File: src/rtl/cmul_arbiter.sv
// cmul_arbiter: two requesters share one complex multiplier through a
// two-stage pipeline (S1 = registered operands, S2 = registered result).
// Round-robin arbitration between requesters; a full-pipeline stall holds
// both stages whenever the result is valid but not accepted downstream.
// Optional feature macro: CMUL_ARB_SAT_EN -- saturate the final add/sub
// instead of wrapping modulo 2^WIDTH.
module cmul_arbiter #(
  parameter int WIDTH = 16
) (
  input  logic                    clock,
  input  logic                    reset_n,
  input  logic                    req_valid_0,
  output logic                    req_ready_0,
  input  logic signed [WIDTH-1:0] req_a_re_0,
  input  logic signed [WIDTH-1:0] req_a_im_0,
  input  logic signed [WIDTH-1:0] req_b_re_0,
  input  logic signed [WIDTH-1:0] req_b_im_0,
  input  logic                    req_valid_1,
  output logic                    req_ready_1,
  input  logic signed [WIDTH-1:0] req_a_re_1,
  input  logic signed [WIDTH-1:0] req_a_im_1,
  input  logic signed [WIDTH-1:0] req_b_re_1,
  input  logic signed [WIDTH-1:0] req_b_im_1,
  output logic                    res_valid,
  input  logic                    res_ready,
  output logic signed [WIDTH-1:0] res_re,
  output logic signed [WIDTH-1:0] res_im,
  output logic                    res_id,
  output logic                    busy
);

  // Scaled product: full 2*WIDTH-bit product, arithmetic shift by WIDTH-1,
  // then keep only the low WIDTH bits (truncation, never saturation).
  function automatic logic signed [WIDTH-1:0] sc(
    input logic signed [WIDTH-1:0] x,
    input logic signed [WIDTH-1:0] y
  );
    logic signed [2*WIDTH-1:0] p;
    logic signed [2*WIDTH-1:0] s;
    p = $signed({{WIDTH{x[WIDTH-1]}}, x}) * $signed({{WIDTH{y[WIDTH-1]}}, y});
    s = p >>> (WIDTH - 1);
    return s[WIDTH-1:0];
  endfunction

  // Reduce a WIDTH+1-bit sum to WIDTH bits: clamp or wrap.
  function automatic logic signed [WIDTH-1:0] fin(
    input logic signed [WIDTH:0] s
  );
    logic signed [WIDTH-1:0] r;
`ifdef CMUL_ARB_SAT_EN
    if (s[WIDTH] != s[WIDTH-1]) begin
      r = s[WIDTH] ? {1'b1, {(WIDTH-1){1'b0}}} : {1'b0, {(WIDTH-1){1'b1}}};
    end else begin
      r = s[WIDTH-1:0];
    end
`else
    r = s[WIDTH-1:0];
`endif
    return r;
  endfunction

  // Pipeline registers
  logic                    r_s1_valid;
  logic                    r_s1_id;
  logic signed [WIDTH-1:0] r_s1_a_re;
  logic signed [WIDTH-1:0] r_s1_a_im;
  logic signed [WIDTH-1:0] r_s1_b_re;
  logic signed [WIDTH-1:0] r_s1_b_im;
  logic                    r_s2_valid;
  logic                    r_s2_id;
  logic signed [WIDTH-1:0] r_s2_re;
  logic signed [WIDTH-1:0] r_s2_im;
  // Round-robin pointer: id of the requester accepted most recently
  logic                    r_last;

  logic                    w_adv;
  logic                    w_grant_0;
  logic                    w_grant_1;
  logic                    w_acc_0;
  logic                    w_acc_1;
  logic                    w_acc;
  logic signed [WIDTH-1:0] w_sel_a_re;
  logic signed [WIDTH-1:0] w_sel_a_im;
  logic signed [WIDTH-1:0] w_sel_b_re;
  logic signed [WIDTH-1:0] w_sel_b_im;
  logic signed [WIDTH-1:0] w_p_rr;
  logic signed [WIDTH-1:0] w_p_ii;
  logic signed [WIDTH-1:0] w_p_ri;
  logic signed [WIDTH-1:0] w_p_ir;
  logic signed [WIDTH:0]   w_sum_re;
  logic signed [WIDTH:0]   w_sum_im;
  logic signed [WIDTH-1:0] w_re;
  logic signed [WIDTH-1:0] w_im;

  // Whole pipeline moves unless a valid result is being refused downstream
  assign w_adv = !(r_s2_valid && !res_ready);

  // Grant depends only on the valids and the pointer, never on ready
  assign w_grant_0 = req_valid_0 && (!req_valid_1 || r_last);
  assign w_grant_1 = req_valid_1 && (!req_valid_0 || !r_last);

  assign req_ready_0 = w_adv && w_grant_0;
  assign req_ready_1 = w_adv && w_grant_1;

  assign w_acc_0 = req_valid_0 && req_ready_0;
  assign w_acc_1 = req_valid_1 && req_ready_1;
  assign w_acc   = w_acc_0 || w_acc_1;

  // Operand mux toward S1 follows the grant
  always_comb begin
    w_sel_a_re = req_a_re_0;
    w_sel_a_im = req_a_im_0;
    w_sel_b_re = req_b_re_0;
    w_sel_b_im = req_b_im_0;
    if (w_grant_1) begin
      w_sel_a_re = req_a_re_1;
      w_sel_a_im = req_a_im_1;
      w_sel_b_re = req_b_re_1;
      w_sel_b_im = req_b_im_1;
    end
  end

  // Complex multiply from the S1 operands into the S2 result
  always_comb begin
    w_p_rr   = sc(r_s1_a_re, r_s1_b_re);
    w_p_ii   = sc(r_s1_a_im, r_s1_b_im);
    w_p_ri   = sc(r_s1_a_re, r_s1_b_im);
    w_p_ir   = sc(r_s1_a_im, r_s1_b_re);
    w_sum_re = {w_p_rr[WIDTH-1], w_p_rr} - {w_p_ii[WIDTH-1], w_p_ii};
    w_sum_im = {w_p_ri[WIDTH-1], w_p_ri} + {w_p_ir[WIDTH-1], w_p_ir};
    w_re     = fin(w_sum_re);
    w_im     = fin(w_sum_im);
  end

  // Pointer moves only when a pair is actually accepted
  always_ff @(posedge clock or negedge reset_n) begin
    if (!reset_n) begin
      r_last <= 1'b1;
    end else if (w_acc) begin
      r_last <= w_acc_1;
    end
  end

  // S1: capture the granted operands, or go empty on an advance without accept
  always_ff @(posedge clock or negedge reset_n) begin
    if (!reset_n) begin
      r_s1_valid <= 1'b0;
      r_s1_id    <= 1'b0;
      r_s1_a_re  <= '0;
      r_s1_a_im  <= '0;
      r_s1_b_re  <= '0;
      r_s1_b_im  <= '0;
    end else if (w_adv) begin
      r_s1_valid <= w_acc;
      if (w_acc) begin
        r_s1_id   <= w_acc_1;
        r_s1_a_re <= w_sel_a_re;
        r_s1_a_im <= w_sel_a_im;
        r_s1_b_re <= w_sel_b_re;
        r_s1_b_im <= w_sel_b_im;
      end
    end
  end

  // S2: register the product of S1; held stable during a stall
  always_ff @(posedge clock or negedge reset_n) begin
    if (!reset_n) begin
      r_s2_valid <= 1'b0;
      r_s2_id    <= 1'b0;
      r_s2_re    <= '0;
      r_s2_im    <= '0;
    end else if (w_adv) begin
      r_s2_valid <= r_s1_valid;
      if (r_s1_valid) begin
        r_s2_id <= r_s1_id;
        r_s2_re <= w_re;
        r_s2_im <= w_im;
      end
    end
  end

  assign res_valid = r_s2_valid;
  assign res_re    = r_s2_re;
  assign res_im    = r_s2_im;
  assign res_id    = r_s2_id;
  assign busy      = r_s1_valid || r_s2_valid;

endmodule
File: config.mk
export PLATFORM = sky130hd
export DESIGN_NAME = cmul_arbiter
export DESIGN_NICKNAME = d
export VERILOG_FILES = /design/src/rtl/cmul_arbiter.sv
export SDC_FILE = /design/constraint.sdc
export NUM_CORES = 2
export LEC_CHECK = 0
export BUFFER_PORTS_ARGS = -buffer_cell sky130_fd_sc_hd__buf_4
export CORE_MARGIN = 10
export CORE_UTILIZATION = 45
export DETAILED_ROUTE_END_ITERATION = 10
export PLACE_DENSITY = 0.7
export SLEW_MARGIN = 20
export SYNTH_ARGS = -nofsm -noshare
export SYNTH_HDL_FRONTEND = slang
export SYNTH_SLANG_ARGS = --single-unit
File: constraint.sdc
create_clock -name clock -period 9.4 [get_ports clock]
set_input_delay 0.47 -clock clock [delete_from_list [all_inputs] [get_ports clock]]
set_output_delay 0.47 -clock clock [all_outputs]
set_load 0.05 [all_outputs]
==> results.sh <==
export IMPL_drt_iter0_drc=2174
export IMPL_grt_overflow_total=0
export IMPL_async_flop_share_pct=100.0
export IMPL_slew_viol_final=0
export IMPL_tns_ns=0
export IMPL_ant_nets=0
export IMPL_drive_gt1_share_pct=6.829
export IMPL_die_w_um=326.4
export IMPL_final_seq_area_um2=2531
export IMPL_critPathTopFamily="adder cells"
export IMPL_syn_nets=6095
export IMPL_cp_required_ns=9.74
export IMPL_synth_compound_area_share_pct=4.416
export IMPL_cts_buffers_inserted=9
export IMPL_finalNonFillerCells=5926
export IMPL_fin_crit_sh_pct=94.17
export IMPL_crit_buf_inv=5
export IMPL_synth_common_cells="inv_1 (1145), fa_1 (1022), nand2_1 (621)"
export IMPL_start_kind="flop"
export IMPL_die_h_um=326.4
export IMPL_post_cts_setup_buffers=0
export IMPL_synth_xor_area_share_pct=2.583
export IMPL_io_buffers=169
export IMPL_grt_pass1_vias=33240
export IMPL_synth_top_family_by_area="adder cells"
export IMPL_syn_area_per_cell_um2=9.180
export IMPL_worstPathMaxFanout=22
export IMPL_status="complete, no violations"
export IMPL_worstSetupEndpointType="flop"
export IMPL_relSlewSlack_pct=31.74
export IMPL_reg2reg_slack_ns=0.55
export IMPL_cap_violations=0
export IMPL_dpl_hpwl_um=92640
export IMPL_multi_input_area_um2=34610
export IMPL_rsz0062_at_grt="no"
export IMPL_cp_data_arrival_time_ns=9.19
export IMPL_first_pass_iters=6
export IMPL_tritoncts_num_sinks=101
export IMPL_design_area_um2=45350
export IMPL_grt_util_all_layers_pct=21.84
export IMPL_yosysTopAreaCell="fa_1"
export IMPL_place_congestion=0.9257
export IMPL_seq_area_frac_synth_pct=5.985
export IMPL_clock_skew_ns=0.02220
export IMPL_avgRoutedWirePerCell_um=18.87
export IMPL_synth_edff_count=0
export IMPL_synthCells=4602
export IMPL_setup_violations=0
export IMPL_initial_core_util_pct=45.33
export IMPL_max_freq_mhz=113.0
export IMPL_grt_pass1_wl_um=184000
export IMPL_worst_pin_slew_ns=1.024
export IMPL_cts_tree="done"
export IMPL_syn2layout_area_growth_pct=7.342
export IMPL_num_rows=112
export IMPL_critPathKind="reg2reg"
export IMPL_fillers=8635
export IMPL_yosys_top_cells_area="fa_1 (48%), inv_1 (10%), ha_1 (10%), and2_1 (6.6%), dfrtp_1 (5.9%)"
export IMPL_io_pin_count=170
export IMPL_grt_max_degree=75
export IMPL_timing_hold_violations_final=0
export IMPL_synth_simple_area_share_pct=14.74
export IMPL_antenna_found_initial=5
export IMPL_worst_skew_pair_late_latency_ns=0.42
export IMPL_coreArea_um2=93190
export IMPL_htree_levels=3
export IMPL_num_vias=30430
export IMPL_die_area_um2=106500
export IMPL_crit_slowest_cell="dfrtp_1"
export IMPL_synth_cell_type_count=62
export IMPL_yosys_warnings=0
export IMPL_nets=6159
export IMPL_worstHoldPathType="in2async"
export IMPL_dp_cells=5909
export IMPL_clkTransAtPathRegs_ns=0.10
export IMPL_yosysMostFrequentCell="inv_1"
export IMPL_drt_total_wl_um=111800
export IMPL_synth_ff_type="dfrtp_1"
export IMPL_clock_root_buffer="clkbuf_16"
export IMPL_cp_common_cell="fa_1"
export IMPL_max_stage_delay_ns=0.62
export IMPL_viasPerCell=5.134
export IMPL_netlist_area_um2=42250
export IMPL_synthMuxAreaShare_pct=1.703
export IMPL_synth_seq_cells=101
export IMPL_synthAdderAreaFrac_pct=58.44
export IMPL_place_area_um2=45060
export IMPL_drc=0
export IMPL_synth_top_area_share_pct=48.43
export IMPL_fin_crit_ns=8.852
export IMPL_clk_path_buf_depth=2
## cell usage in the layout, fill, tap and decap left out, types with 4 or more instances in the layout
master | netlist | layout
dfrtp_1 | 100 | 98
xnor2_1 | 90 | 90
o21a_1 | 21 | 21
o31ai_1 | 6 | 6
a211o_1 | 6 | 6
ha_1 | 338 | 338
nand2_1 | 621 | 620
nor2_1 | 97 | 96
inv_1 | 1145 | 1145
o211ai_1 | 4 | 4
mux2_2 | 7 | 7
nor3_1 | 21 | 21
clkbuf_16 | 0 | 9
nand2b_1 | 32 | 32
nor2b_1 | 11 | 11
a21oi_1 | 52 | 52
nand3_1 | 17 | 17
o21ai_1 | 17 | 17
xor2_1 | 32 | 32
a211oi_1 | 12 | 12
and3_1 | 6 | 6
nand4_1 | 16 | 16
a21o_1 | 33 | 33
buf_4 | 0 | 271
and2_1 | 448 | 448
fa_1 | 1022 | 1022
o21bai_1 | 7 | 7
or2_2 | 5 | 5
mux2i_1 | 64 | 64
o21ai_0 | 109 | 109
## path summary, 6_finish.rpt
path,depth (start not counted),from,to
setup / recovery,33,r_s1_b_re[1],res_im[14]
setup reg to reg,33,r_s1_b_re[1],res_im[14]
hold / removal,1,reset_n,res_im[14]
hold reg to reg,2,res_re[2],res_re[2]
max in group asynchronous,2,reset_n,r_s1_b_re[10]
min in group clock,3,req_a_re_0[14],r_s1_a_re[14]
## cell families after synthesis
logic type / after synthesis
buffers and inverters: 1366
xor gates and xnor gates: 123
AOI/OAI and AO/OA: 294
DFF: 101
and+or+nand+nor: 1287
muxes: 71
adders and majority gates: 1360
## timing repair
action / 4_1_cts / 5_1_grt
endpoints found under the setup margin: 0 / 2
hold buffers: 0 / 0
gates resized for setup: 0 / 2
endpoints found under the hold margin: 0 / 0
## area by class of cell
class	count	area share, %
Clock buffer	10	0.5049
Tap cell	1254	3.460
Inverter	1147	9.494
Clock inverter	6	0.1159
Multi-Input combinational cell	3135	76.33
Timing Repair Buffer	272	4.511
Sequential cell	101	5.582
Antenna cell	1	0.005518
## routing by layer
metal	global-route usage [%]	part of all wire, %
met5	0	0
met4	6.475	3.4
met3	4.241	8.0
met2	35.89	47
met1	29.10	41
## per-stage QoR
step	utilization, %	hold WS (ns)	setup slack, ns
2_1_floorplan	-	0.1744	1.755
3_3_place_gp	48.36	0.4640	0.7951
3_5_place_dp	48.36	0.4770	0.5588
4_1_cts	48.66	0.02218	0.5356
5_1_grt	48.66	0.05431	0.006567
6_report	48.66	0.02663	0.5477
## sequential cells by signal, summed over array words and instances, names as in the netlist
name	flops
res_valid	1
r_s1_id	1
res_re	16
res_id	1
r_s1_b_re	16
r_s1_b_im	16
r_s1_valid	1
r_last	1
r_s1_a_re	16
res_im	16
r_s1_a_im	16
Power is not shown: default switching activity piles up to over one toggle a cycle in this logic, so the estimate is an artifact.
